==> src/rtl/regfile_wb_sequencer.sv <==
// regfile_wb_sequencer
// Write-back sequencer for the 32x32 register block. Two write-back
// producers (ALU and load/store unit) share the register block's single
// write port. A round-robin arbiter picks one producer per cycle and the
// winner's write is registered into the rf_* outputs. A busy scoreboard
// tracks destination registers that decode has reserved but that have not
// been written yet, and raises a read-after-write hazard for decode.
//
// Optional feature macro: WB_BYPASS_EN
//   When defined, a source register that is being written this cycle
//   (rf_regWrite=1, same non-zero register) is not reported as a hazard.
//   The value is offered on fwd_data, and fwd1_hit/fwd2_hit say which
//   source matched.
//
// Ports:
//   clk, reset            clock and asynchronous active-high reset
//   issue_valid/issue_rd  decode reserves a destination register
//   issue_busy            destination already reserved (issue must wait)
//   read_reg1/read_reg2   source registers of the instruction in decode
//   hazard                a source register is still pending a write
//   alu_*                 ALU write-back request (valid/ready handshake)
//   mem_*                 load-unit write-back request (valid/ready)
//   rf_*                  registered write port to the register block
//   fwd1_hit/fwd2_hit/fwd_data   bypass outputs (WB_BYPASS_EN only)

module regfile_wb_sequencer #(
    parameter int DATA_W = 32,
    parameter int REG_AW = 5
) (
    input  logic              clk,
    input  logic              reset,
    input  logic              issue_valid,
    input  logic [REG_AW-1:0] issue_rd,
    output logic              issue_busy,
    input  logic [REG_AW-1:0] read_reg1,
    input  logic [REG_AW-1:0] read_reg2,
    output logic              hazard,
    input  logic              alu_valid,
    output logic              alu_ready,
    input  logic [REG_AW-1:0] alu_reg,
    input  logic [DATA_W-1:0] alu_data,
    input  logic              alu_byte,
    input  logic              mem_valid,
    output logic              mem_ready,
    input  logic [REG_AW-1:0] mem_reg,
    input  logic [DATA_W-1:0] mem_data,
    input  logic              mem_byte,
    output logic              rf_regWrite,
    output logic              rf_byteOperations,
    output logic [REG_AW-1:0] rf_write_reg,
    output logic [DATA_W-1:0] rf_write_data
`ifdef WB_BYPASS_EN
    ,
    output logic              fwd1_hit,
    output logic              fwd2_hit,
    output logic [DATA_W-1:0] fwd_data
`endif
);

    localparam int NUM_REGS = 2 ** REG_AW;

    typedef enum logic {
        GRANT_ALU = 1'b0,
        GRANT_MEM = 1'b1
    } grant_t;

    grant_t              last_grant;
    logic [NUM_REGS-1:0] busy;
    logic [NUM_REGS-1:0] busy_next;

    logic                alu_grant;
    logic                mem_grant;
    logic                wb_accept;
    logic [REG_AW-1:0]   sel_reg;
    logic [DATA_W-1:0]   sel_data;
    logic                sel_byte;
    logic                issue_accept;
    logic                src1_busy;
    logic                src2_busy;

    // Round-robin arbiter: on a tie, the producer that did not win last
    // time gets the port. The write port never stalls, so ready is just
    // the grant and at most one write is taken per cycle.
    always_comb begin
        alu_grant = alu_valid && (!mem_valid || (last_grant == GRANT_MEM));
        mem_grant = mem_valid && !alu_grant;
        wb_accept = alu_grant || mem_grant;
    end

    assign alu_ready = alu_grant;
    assign mem_ready = mem_grant;

    // Winner's write-back fields. Byte writes keep only the low byte so the
    // register block sees a zero-extended value.
    always_comb begin
        sel_reg  = alu_reg;
        sel_data = alu_data;
        sel_byte = alu_byte;
        if (mem_grant) begin
            sel_reg  = mem_reg;
            sel_data = mem_data;
            sel_byte = mem_byte;
        end
        if (sel_byte) begin
            sel_data = {{(DATA_W-8){1'b0}}, sel_data[7:0]};
        end
    end

    // Remember who won last so ties alternate. Reset to MEM so the ALU
    // wins the very first tie.
    always_ff @(posedge clk or posedge reset) begin
        if (reset) begin
            last_grant <= GRANT_MEM;
        end else if (alu_grant) begin
            last_grant <= GRANT_ALU;
        end else if (mem_grant) begin
            last_grant <= GRANT_MEM;
        end
    end

    // Registered write port. A write to register 0 still completes the
    // handshake but never raises the strobe, since register 0 is constant.
    always_ff @(posedge clk or posedge reset) begin
        if (reset) begin
            rf_regWrite       <= 1'b0;
            rf_byteOperations <= 1'b0;
            rf_write_reg      <= '0;
            rf_write_data     <= '0;
        end else if (wb_accept) begin
            rf_regWrite       <= (sel_reg != '0);
            rf_byteOperations <= sel_byte;
            rf_write_reg      <= sel_reg;
            rf_write_data     <= sel_data;
        end else begin
            rf_regWrite       <= 1'b0;
        end
    end

    // A register is reserved by an accepted issue and released when its
    // write strobe has been on the port for a cycle. The set is applied
    // after the clear so a new reservation survives a release of the same
    // register on the same edge. Register 0 is never reserved.
    assign issue_busy   = busy[issue_rd] && (issue_rd != '0);
    assign issue_accept = issue_valid && !issue_busy;

    always_comb begin
        busy_next = busy;
        if (rf_regWrite) begin
            busy_next[rf_write_reg] = 1'b0;
        end
        if (issue_accept) begin
            busy_next[issue_rd] = 1'b1;
        end
        busy_next[0] = 1'b0;
    end

    always_ff @(posedge clk or posedge reset) begin
        if (reset) begin
            busy <= '0;
        end else begin
            busy <= busy_next;
        end
    end

    // Hazard looks only at the reservation flops and decode's sources, so
    // this cycle's write-back handshake cannot feed back into decode.
    assign src1_busy = busy[read_reg1] && (read_reg1 != '0);
    assign src2_busy = busy[read_reg2] && (read_reg2 != '0);

`ifdef WB_BYPASS_EN
    // A source being written this cycle can take its value from the write
    // port instead of waiting a further cycle for the register block.
    // rf_regWrite is never high for register 0, so no extra zero check.
    assign fwd1_hit = rf_regWrite && (read_reg1 == rf_write_reg);
    assign fwd2_hit = rf_regWrite && (read_reg2 == rf_write_reg);
    assign fwd_data = rf_write_data;
    assign hazard   = (src1_busy && !fwd1_hit) || (src2_busy && !fwd2_hit);
`else
    assign hazard   = src1_busy || src2_busy;
`endif

endmodule

==> config.mk <==
export PLATFORM = sky130hd
export DESIGN_NAME = regfile_wb_sequencer
export DESIGN_NICKNAME = d
export VERILOG_FILES = /design/src/rtl/regfile_wb_sequencer.sv
export SDC_FILE = /design/constraint.sdc
export NUM_CORES = 1
export LEC_CHECK = 0
export CAP_MARGIN = 20
export CORE_MARGIN = 4
export CORE_UTILIZATION = 25
export DETAILED_ROUTE_END_ITERATION = 8
export GPL_TIMING_DRIVEN = 0
export PLACE_DENSITY_LB_ADDON = 0.15
export SLEW_MARGIN = 20
export SYNTH_ARGS = -nofsm -noshare
export SYNTH_HDL_FRONTEND = slang
export SYNTH_SLANG_ARGS = --single-unit
==> constraint.sdc <==
create_clock -name clk -period 9.3 [get_ports clk]
set_input_delay 2.79 -clock clk [delete_from_list [all_inputs] [get_ports clk]]
set_output_delay 2.79 -clock clk [all_outputs]
set_load 0.03 [all_outputs]
---- Yosys cells after proc, flatten, opt, wreduce, memory -nomap -nowiden ----
Cells that the tools add are included.
W data, S select, Z words.
word-level totals
  register bits ........................... 71
  bits in latches ......................... 0
  bits in writable memories ............... 0
  ROM bits ................................ 0
  input bits .............................. 96
  output and inout bits ................... 43
  logic and storage cells ................. 53
  memories kept ........................... 0
cells by class
  $add $sub $neg .......................... 0
  multiply operators ...................... 0
  divide/modulo/power cells ............... 0
  magnitude comparators ................... 6
  equal/unequal tests ..................... 0
  shift-type cells ........................ 0
  muxes and demuxes ....................... 19
  bitwise logic cells ..................... 3
  reductions and logical operators ........ 19
operators with widths
  operator              count
  $mux W32              4
  $and A32 B32 Y32      1
  $not A32 Y32          1
  $or A32 B32 Y32       1
  $lt A5 B6 Y1 const B  4
  $reduce_bool A5 Y1    4
  $bmux W1 S5           3
  $demux W1 S5          2
  $ge A5 B1 Y1 const B  2
  $mux W1               9
  $logic_and A1 B1 Y1   8
  $mux W5               1
  $logic_not A1 Y1      3
  $logic_or A1 B1 Y1    3
  $reduce_bool A2 Y1    1

---- Depth between registers and ports, before layout ----
  word-level depth ........................ 9
  mapped depth ............................ 7
  depth with buffers taken out ............ 6

---- Least setup slack after synthesis ----
Ideal clock, no wire load.
  path kind ............................... input to output
  start point ............................. input read_reg1[1]
  end point ............................... output hazard
  data arrival time ....................... 4.396 ns
  required time ........................... 6.510 ns
  slack ................................... 2.114 ns
  cell stages on the path ................. 6
  path buffers ............................ 1
  path through ............................ clkbuf_1 -> mux4_2 -> nand2b_1 -> and4b_1 -> nor4_1 -> o31ai_1
between the ends
  word-level cells in the longest chain between the ends .. 4
  elaborated cells between the ends (all ways) .. 5
  those cells by class .................... mux: 2; reduce/logical: 3
RTL lines
  element                        line  text
  start, declared                35    input logic [REG_AW-1:0] read_reg1,
  $bmux W1 S5                    167   assign src1_busy = busy[read_reg1] && (read_reg1 != '0);
  $mux W1 (implied by the code)  167
  $logic_and A1 B1 Y1 (*)        167
  $logic_or A1 B1 Y1 (*)         179   assign hazard = src1_busy || src2_busy;
  end, declared                  37    output logic hazard,
Every way passes the cells marked *; elsewhere a longest branch is shown, timed or not. The select of a mux whose other input is x is not followed.

---- Final worst setup path ----
  start point ............................. input read_reg1[2]
  end point ............................... output hazard
The elaborated chain is that of the path after synthesis.

==> results_dict.tcl <==
set metrics [dict create \
    clkSlewWorstSetupHoldPaths_ns 0.05 \
    max_slew.worst_pin.slew_ns 0.6878 \
    setup_violations 0 \
    synth_xor_area_share_pct 0 \
    yosysMostFrequentCell "o21ai_0" \
    relSlewSlack_pct 53.84 \
    fin_tns_setup_ns 0 \
    numCtsBuffers 9 \
    async_flop_share_pct 100.0 \
    start_util_pct 25.59 \
    synth-main-ff-cell "dfrtp_1" \
    die_w_um 135.5 \
    dr_total_vias 3674 \
    cts_hold_buf 0 \
    synth_top_family_by_area "multiplexers" \
    fillCellCount 1613 \
    portBuffers 133 \
    drt_iter0_markers 171 \
    power_density_nw_per_um2 215.6 \
    drc 0 \
    finalCriticalPeriod_ns 8.346 \
    outcome "finished, final reports clean" \
    rows 46 \
    grt.total_usage_pct 14.75 \
    slowest_stage "clkdlybuf4s50_1" \
    required_ns 6.51 \
    ys_top_cells_by_count "o21ai_0, dfrtp_1, nand2_1, mux2i_1, nor2_1" \
    io_pins 139 \
    clockBufferDepth 2 \
    cts.sinks 71 \
    cp_slowest_stage_delay_ns 0.70 \
    place_ws_ns 0.9650 \
    netlist_area_um2 4065 \
    startpoint_type "input port" \
    end_kind "output port" \
    synth.area.mux_share_pct 20.28 \
    crit_family "buffers and inverters" \
    overflow 0 \
    synth_cell_types 46 \
    grt_pass1_wl_um 21150 \
    p_leak_nw 2.394 \
    htree_num_levels 3 \
    yosysWarnings 0 \
    critPathMaxFanout 10 \
    ys_ff_latch 71 \
    area_growth_pct 48.48 \
    max_freq_mhz 119.8 \
    final-seq-area_um2 1778 \
    maxCapViolations 0 \
    synth_area_leaders "dfrtp_1, o21ai_0, mux2i_1" \
    cts-root-buf "clkbuf_16" \
    holdCritPathClass "reg2reg" \
    post_dp_cell_area_um2 5689 \
    grt_start_max_net_pins 41 \
    die_area_um2 18360 \
    totalPowerFinal_mw 1.301 \
    synth_edf_count 0 \
    drive_above_1_share_pct 11.85 \
    crit_chain "clkdlybuf4s50_1 -> buf_1 -> mux4_2 -> inv_1 -> a2111oi_0 -> nor4_1 -> o31ai_1 -> clkdlybuf4s50_1" \
    yosys.area.top_type "dfrtp_1" \
    ir_drop_uv 69.61 \
    cts_setup_buffers 0 \
    first_global_vias 3887 \
    final_cell_area_um2 6036 \
    finClkSkew_ns 0.005890 \
    hold_slack_ns 0.4769 \
    clk_latency_ns 0.33 \
    dpl.cell_count 740 \
    tritoncts "yes" \
    chipHeight_um 135.5 \
    synth_nets 486 \
    vias_per_cell 4.860 \
    cp_common_cell "clkdlybuf4s50_1" \
    path_buf_inv 4 \
    yosysSeqAreaShare_pct 43.74 \
    first_pass_iters 4 \
    coreArea_um2 15890 \
    place_congestion 0.8127 \
    largest_reg_flops 32 \
    ant_nets 0 \
    final_hold_viol_count 0 \
    diodes 0 \
    synthCells 390 \
    cts_resized 0 \
    fin_crit_sh_pct 89.75 \
    synthSimpleGateAreaFrac_pct 15.45 \
    post_drt_wl_per_cell_um 17.50 \
    hpwl_um 10310 \
    fin_cells 756 \
    final_nets 631 \
    finalWorstSetupSlack_ns 0.9536 \
    utilization_pct 38.00 \
    crit_arrival_ns 5.56 \
    rsz0062_at_grt "false" \
    synth_fa_ha_area_share_pct 0 \
    final_max_slew_viol_count 0 \
    multiInputGateArea_um2 2113 \
    antenna_found_initial 0 \
    synthDominantCellAreaShare_pct 43.09 \
    drt_wl_total_um 13230 \
    critPathKind "in2out" \
    synth.avg_cell_area_um2 10.42 \
    synth_compound_area_share_pct 16.25 \
]
## area by class of cell
type	instances	share of cell area, %
repair buffers	134	22.39
flip-flops and latches	71	29.46
clock inverters	6	1.783
inverters	7	0.4768
well taps	216	4.478
multi-input cells	288	35.01
plain buffers	24	2.446
clock buffers	10	3.959
## power by group
part / leakage (nW) / internal [mW] / switching (mW)
combinational: 1.37 / 0.217 / 0.199
sequential: 0.853 / 0.397 / 0.0905
clock: 0.168 / 0.268 / 0.130
total: 2.39 / 0.882 / 0.419
## cells in the final DEF (no fill, tap or decap), types with 4 or more instances in the layout
cell / netlist / routed
clkdlybuf4s50_1: 0 / 133
o21ai_0: 84 / 84
dfrtp_1: 70 / 70
nand2_1: 42 / 42
mux2i_1: 34 / 34
nor2_1: 22 / 22
clkbuf_1: 13 / 13
nand3b_1: 12 / 12
mux4_2: 12 / 12
clkbuf_16: 0 / 9
o22ai_1: 8 / 8
inv_1: 7 / 6
nand3_1: 6 / 6
mux4_1: 6 / 6
a2111oi_0: 6 / 6
mux2_2: 5 / 5
or3b_2: 5 / 5
o31ai_1: 5 / 5
buf_2: 4 / 4
o21ai_2: 4 / 4
## routing by layer
| layer | GRT usage, % | share of wire, % |
|---|---|---|
| met5 | 0 | 0 |
| met4 | 5.767 | 1.9 |
| met3 | 5.386 | 10 |
| met2 | 22.35 | 44 |
| met1 | 19.21 | 44 |
## final timing paths
path,from,endpoint,slack (ns),depth (start not counted)
min,rf_write_data[20]$_DFFE_PP0P_,rf_write_data[20]$_DFFE_PP0P_,0.48,2
max in group asynchronous,reset,last_grant$_DFFE_PP1P_,5.88,3
min reg2reg,rf_write_data[20]$_DFFE_PP0P_,rf_write_data[20]$_DFFE_PP0P_,0.48,2
min in group asynchronous,reset,busy[13]$_DFF_PP0_,2.81,2
max,read_reg1[2],hazard,0.95,8
max reg2reg,busy[9]$_DFF_PP0_,busy[5]$_DFF_PP0_,7.23,5
## worst reg2reg max path, cell delays in order (launching register included)
cell,delay [ns]
dfrtp_1,0.41
mux4_1,0.58
nand3_4,0.12
nand4_4,0.16
or4b_4,0.58
o21ai_2,0.14
## logic make-up after synthesis
logic type / Yosys count
AO/OA/AOI/OAI: 116
buffers and inverters: 31
flip-flops: 71
multiplexers: 57
AND/OR/NAND/NOR: 115
Power figures use the tool's default switching activity.
